--- config.mk ---
export PLATFORM = sky130hd
export DESIGN_NAME = fifo_ctrl_sclk
export DESIGN_NICKNAME = d
export VERILOG_FILES = /design/src/rtl/fifo_ctrl_sclk.sv
export SDC_FILE = /design/constraint.sdc
export NUM_CORES = 1
export LEC_CHECK = 0
export BUFFER_PORTS_ARGS = -buffer_cell sky130_fd_sc_hd__clkbuf_2
export CORE_ASPECT_RATIO = 1.2
export CORE_MARGIN = 5
export CORE_UTILIZATION = 36
export DETAILED_ROUTE_END_ITERATION = 16
export GPL_TIMING_DRIVEN = 0
export MAX_ROUTING_LAYER = met4
export PLACE_DENSITY = 0.79
export RECOVER_POWER = 50
export SYNTH_ARGS = -nofsm -noshare
export SYNTH_HDL_FRONTEND = slang
export SYNTH_SLANG_ARGS = --single-unit
export TNS_END_PERCENT = 50
--- constraint.sdc ---
create_clock -name clk -period 2.9 [get_ports clk]
set_clock_uncertainty 0.1 [all_clocks]
set_input_delay 0.58 -clock clk [delete_from_list [all_inputs] [get_ports clk]]
set_output_delay 0.58 -clock clk [all_outputs]
set_load 0.05 [all_outputs]
--- src/rtl/fifo_ctrl_sclk.sv ---
// -----------------------------------------------------------------------------
// fifo_ctrl_sclk
//
// Single-clock FIFO controller that runs an external true dual-port RAM
// (true_dpram_sclk) as an N-deep FIFO. RAM port A is the write port, and
// RAM port B is the read port. Port B is held in read mode permanently.
// The block owns the write/read pointers and the fill count. It produces the
// status flags (full/empty), the watermark flags and the read-valid strobe.
//
// Optional feature macro: FIFO_ERR_FLAGS_EN
//   defined   : sticky overflow/underflow error flags, cleared only by reset
//   undefined : overflow/underflow tied to 0, no error registers
//
// Ports
//   clk          in   rising-edge clock
//   reset        in   synchronous, active-high reset
//   push         in   write request
//   data_in      in   write data
//   pop          in   read request
//   data_out     out  read data, taken straight from the RAM registered output
//   valid_out    out  data_out holds the word popped on the previous edge
//   full/empty   out  fill-count decodes
//   almost_full  out  fifo_count >= ALMOST_FULL_TH
//   almost_empty out  fifo_count <= ALMOST_EMPTY_TH
//   fifo_count   out  number of words stored
//   overflow     out  push attempted while full (sticky, optional)
//   underflow    out  pop attempted while empty (sticky, optional)
//   ram_*        out/in  RAM port A (write) and port B (read) connections
// -----------------------------------------------------------------------------
module fifo_ctrl_sclk #(
    parameter int LINE_SIZE       = 12,
    parameter int BLOCK_SIZE      = 8,   // must equal 2**ADDRESS_SIZE
    parameter int ADDRESS_SIZE    = 3,
    parameter int ALMOST_FULL_TH  = 6,
    parameter int ALMOST_EMPTY_TH = 2
) (
    input  logic                    clk,
    input  logic                    reset,
    input  logic                    push,
    input  logic [LINE_SIZE-1:0]    data_in,
    input  logic                    pop,
    output logic [LINE_SIZE-1:0]    data_out,
    output logic                    valid_out,
    output logic                    full,
    output logic                    empty,
    output logic                    almost_full,
    output logic                    almost_empty,
    output logic [ADDRESS_SIZE:0]   fifo_count,
    output logic                    overflow,
    output logic                    underflow,
    output logic [LINE_SIZE-1:0]    ram_data_w,
    output logic [ADDRESS_SIZE-1:0] ram_wr_ptr,
    output logic                    ram_wr_e,
    output logic [LINE_SIZE-1:0]    ram_data_r,
    output logic [ADDRESS_SIZE-1:0] ram_rd_ptr,
    output logic                    ram_rd_e,
    input  logic [LINE_SIZE-1:0]    ram_q_r
);

    localparam int CW = ADDRESS_SIZE + 1;

    logic [ADDRESS_SIZE-1:0] wr_ptr_q, wr_ptr_d;
    logic [ADDRESS_SIZE-1:0] rd_ptr_q, rd_ptr_d;
    logic [CW-1:0]           count_q,  count_d;
    logic                    valid_q;
    logic                    push_ok;
    logic                    pop_ok;

    // Status flags decode the registered count only, so they are glitch-free
    // relative to the current cycle's push/pop requests.
    assign full         = (count_q == CW'(BLOCK_SIZE));
    assign empty        = (count_q == '0);
    assign almost_full  = (count_q >= CW'(ALMOST_FULL_TH));
    assign almost_empty = (count_q <= CW'(ALMOST_EMPTY_TH));
    assign fifo_count   = count_q;

    // A push while full is dropped even if a pop frees a slot on the same
    // edge. A pop while empty is dropped even if a push lands on the same
    // edge. Because of this, the read address never collides with a live write.
    assign push_ok = push & ~full;
    assign pop_ok  = pop  & ~empty;

    always_comb begin
        wr_ptr_d = wr_ptr_q;
        rd_ptr_d = rd_ptr_q;
        count_d  = count_q;
        // Pointers wrap through natural ADDRESS_SIZE overflow.
        if (push_ok) wr_ptr_d = wr_ptr_q + 1'b1;
        if (pop_ok)  rd_ptr_d = rd_ptr_q + 1'b1;
        case ({push_ok, pop_ok})
            2'b10:   count_d = count_q + 1'b1;
            2'b01:   count_d = count_q - 1'b1;
            default: count_d = count_q;
        endcase
    end

    always_ff @(posedge clk) begin
        if (reset) begin
            wr_ptr_q <= '0;
            rd_ptr_q <= '0;
            count_q  <= '0;
            valid_q  <= 1'b0;
        end else begin
            wr_ptr_q <= wr_ptr_d;
            rd_ptr_q <= rd_ptr_d;
            count_q  <= count_d;
            // The RAM registers ram[rd_ptr] on the same edge as the pop. The
            // word is therefore presented together with this strobe.
            valid_q  <= pop_ok;
        end
    end

    assign valid_out = valid_q;
    assign data_out  = ram_q_r;

`ifdef FIFO_ERR_FLAGS_EN
    logic overflow_q;
    logic underflow_q;

    always_ff @(posedge clk) begin
        if (reset) begin
            overflow_q  <= 1'b0;
            underflow_q <= 1'b0;
        end else begin
            if (push & full)  overflow_q  <= 1'b1;
            if (pop  & empty) underflow_q <= 1'b1;
        end
    end

    assign overflow  = overflow_q;
    assign underflow = underflow_q;
`else
    assign overflow  = 1'b0;
    assign underflow = 1'b0;
`endif

    // RAM port A: write-only.
    assign ram_data_w = data_in;
    assign ram_wr_ptr = wr_ptr_q;
    assign ram_wr_e   = push_ok;

    // RAM port B: read-only. The write-enable is held at its read level, and
    // the write data is parked at zero.
    assign ram_data_r = '0;
    assign ram_rd_ptr = rd_ptr_q;
    assign ram_rd_e   = 1'b1;

endmodule

==> parameters.txt <==
Parameter                              Value

Run status
  Status    complete, no violations

Die
  I/O pin cnt    83
  Core Box Area    between 2000 and 2500 um^2
  Width of the die    about 55 um
  Effective utilization at floorplan    a little under two fifths
  Count of standard-cell rows    19
  Overall die area    between 3000 and 4000 um^2
  Die height    63.8 um

Clock tree
  Post-CTS Setup Inserts    0
  Latest clock arrival within the worst-skew pair    260 ps
  Hold buffers post-CTS    0
  Post-CTS Resized    0
  Maximum buffer depth of the clock tree    2
  CTS root buf    clkbuf_4
  Clock tree from TritonCTS    yes
  CTS Sinks    11
  Clock edge transition at the registers on the reported setup and hold paths    ~60 ps
  Clock buffer count from CTS    3
  CTS H-Tree Depth    1

Global routing
  Wire length of the first global-routing pass    roughly 2.8 mm
  Peak-usage layer in the global routing report    met2
  Met2 track utilization from global routing    roughly 17%
  Leftover overflow at the end of global routing    0
  GR Util met1    12.9%
  Antenna violations before repair    0
  Global-route usage over all layers    between 10 and 15%
  Largest net degree at the start of global routing    11
  GR Layer Usage met3    roughly 1.4%
  Via count of the first global-routing pass    749

Pwr
  Switching Power    596 uW
  Cell-internal power    439 uW
  Share of power burned in combinational logic    66.5%
  Ratio of total power to cell area    around 870 nW/um^2
  Sw frac    57.6%
  LEAKAGE    ~0.00064 uW
  Clock power share    roughly 9.8%
  Peak supply drop    between 0.8 and 0.9 mV
  Sequential power share    around a quarter

Setup path
  Number of cell instances on the worst register-to-register path    8
  Endpoint kind of the worst setup timing path    register
  FF-to-FF End    fifo_count[3]
  Startpoint-to-endpoint class of the critical path    reg -> reg
  Worst EP arrival    2720 ps
  Worst setup path start    fifo_count[0]
  Kind of launch point of the worst setup path    register
  Slack of the worst reg-to-reg path    ~270 ps
  Crit Reg-Reg Startpoint    fifo_count[0]
  Crit path required time    between 2000 and 3000 ps
  Crit Path Max Fanout    7

STA
  Count of pins over their slew limit    0
  Minimum period implied by the final worst setup slack    around 2600 ps
  RSZ-0062 raised after global routing    no
  Number of hold violations in the final report    0
  Worst Tran Pin Value    598 ps
  Normalized max-slew margin    60.3%
  Setup violations, final    0
  Final total negative setup slack    0 ps
  Hold_ws    around 380 ps
  Maximum clock frequency    about 380 MHz
  Post-route fraction of the period consumed by the critical path    90.6%

Yosys
  Top flip-flop cell by instance count after synthesis    dfxtp_1
  Leading cell types by total area after synthesis    buf_4 34%, dfxtp_1 25%, ha_1 7.2%
  Post-synthesis cell type count    23
  Number of instances in the synthesized netlist    roughly 100
  Most frequent cells after synthesis    39 x buf_4, 11 x dfxtp_1, 10 x nor2_1
  Yosys top cell by area    buf_4
  Flops & latches, synth    11
  Yosys warning count    0
  Synth top area share    between 30 and 40%
  Post-synthesis instance area    slightly below 900 um^2
  Most used standard cell by instance count after synthesis    buf_4
  Post-synthesis sequential area ratio    25.3%
  Average footprint of a synthesized cell    8.36 um^2
  Number of synthesized flops with an enable pin    0
  Share of flip-flops with an asynchronous set or reset after synthesis    0%

Min path
  Worst Hold Launch    ram_wr_ptr[1]
  Worst hold endpoint    ram_wr_ptr[1]
  Min-Delay Path Class    reg -> reg
  WHS Path Cells    2

Placement
  Number of I/O port buffers    43
  DP Wirelength    ~1.6 mm
  Routability cong.    0.656

Detailed routing
  1st-pass router iterations    3
  Aggregate routed wire length    approximately 1.8 mm
  Number of remaining DRC errors    0
  Routed via count    about 770
  WL/cell    9.28 um
  Violation count after the first detailed-routing iteration    11
  Post-detailed-route count of antenna-violating nets    0
  Vias per Instance    slightly below 4

Finish
  Area occupied by multi-input gates    approximately 400 um^2
  Antenna diodes    0
  Footprint of the flip-flops and latches    about 230 um^2
  Fraction of layout instances using a drive strength above 1    46.3%
  Fill cells    approximately 240
  Area Growth Syn to Fin    37.6%
  Number of nets at the end of the flow    199

Run
  Max cap viols    0
-- cell usage in the layout, fill, tap and decap left out, drive strengths merged --
cell    synthesis  layout
nand3           3       3
inv             6       6
a211oi          1       1
dfxtp          11      11
o31ai           1       1
or4b            1       1
a21oi           7       7
or4             1       1
clkbuf          1      48
and3            1       1
conb            2      15
buf            39      39
fa              1       1
nand2b          1       1
ha              5       5
xor2            5       5
xnor2           1       1
nor4            1       1
a21o            1       1
nand2           5       5
nor2           10      10
-- worst max path at each step --
stage	endpoint	slack, ps	cells after the start
detailed placement	fifo_count[3]	320	8
global route	fifo_count[3]	110	8
CTS	fifo_count[3]	300	8
finish	fifo_count[3]	270	8
floorplan	fifo_count[3]	10	9
global placement	fifo_count[3]	380	8
-- worst max-delay path, stage by stage (launching register included) --
cell and delay (ps):
dfxtp_1 390, or4b_4 610, nand2_4 110, ha_2 230, ha_4 220, a21oi_1 180, a21oi_1 100, or4_1 470
a21oi_1 140
-- cells by family (layout without fill, tap and decap cells) --
kind of cell / count (synthesis) / after routing / synth area share (%)
adders and majority gates: 6 / 6 / 9.50
buffers and inverters: 46 / 93 / 36.7
other: 2 / 15 / 0.864
DFF: 11 / 11 / 25.3
and+or+nand+nor: 23 / 23 / 15.0
AOI/OAI and AO/OA: 10 / 10 / 6.62
xor gates and xnor gates: 6 / 6 / 6.04
-- metrics by stage --
step	total power [uW]	utilization [%]	setup slack, ps	cells	cell area, um^2
2_1_floorplan	850	-	13.4	117	960
3_5_place_dp	977	52.6	324	191	1210
5_1_grt	1100	51.9	109	195	1200
3_3_place_gp	959	52.6	382	191	1210
4_1_cts	1080	53.8	301	195	1240
6_report	1040	51.9	272	195	1200
-- area by class of cell --
type | instances | area share [%]
Buffer | 40 | 24.8
Tap cell | 31 | 3.24
Multi-Input combinational cell | 60 | 32.6
Timing Repair Buffer | 43 | 16.1
Clock buffer | 4 | 2.20
Sequential cell | 11 | 19.1
Inverter | 6 | 1.88
-- power by group through the flow --
stage	sequential, uW	combinational, uW	clock [uW]
finish	246	688	101
global route	252	738	110
CTS	258	718	105
detailed placement	261	716	0
global placement	256	704	0
floorplan	369	482	0
-- sequential cells by signal, indices dropped and copies added (netlist names) --
name and count:
valid_out 1, ram_wr_ptr 3, fifo_count 4, ram_rd_ptr 3
-- metal layers --
| metal | part of all wire, % | vias to the layer above |
|---|---|---|
| met5 | 0 | - |
| met4 | 0.94 | 0 |
| met3 | 15 | 2 |
| met2 | 43 | 56 |
| met1 | 41 | 318 |
| li1 | - | 398 |
Note: power is estimated with default switching activity, not from simulation.
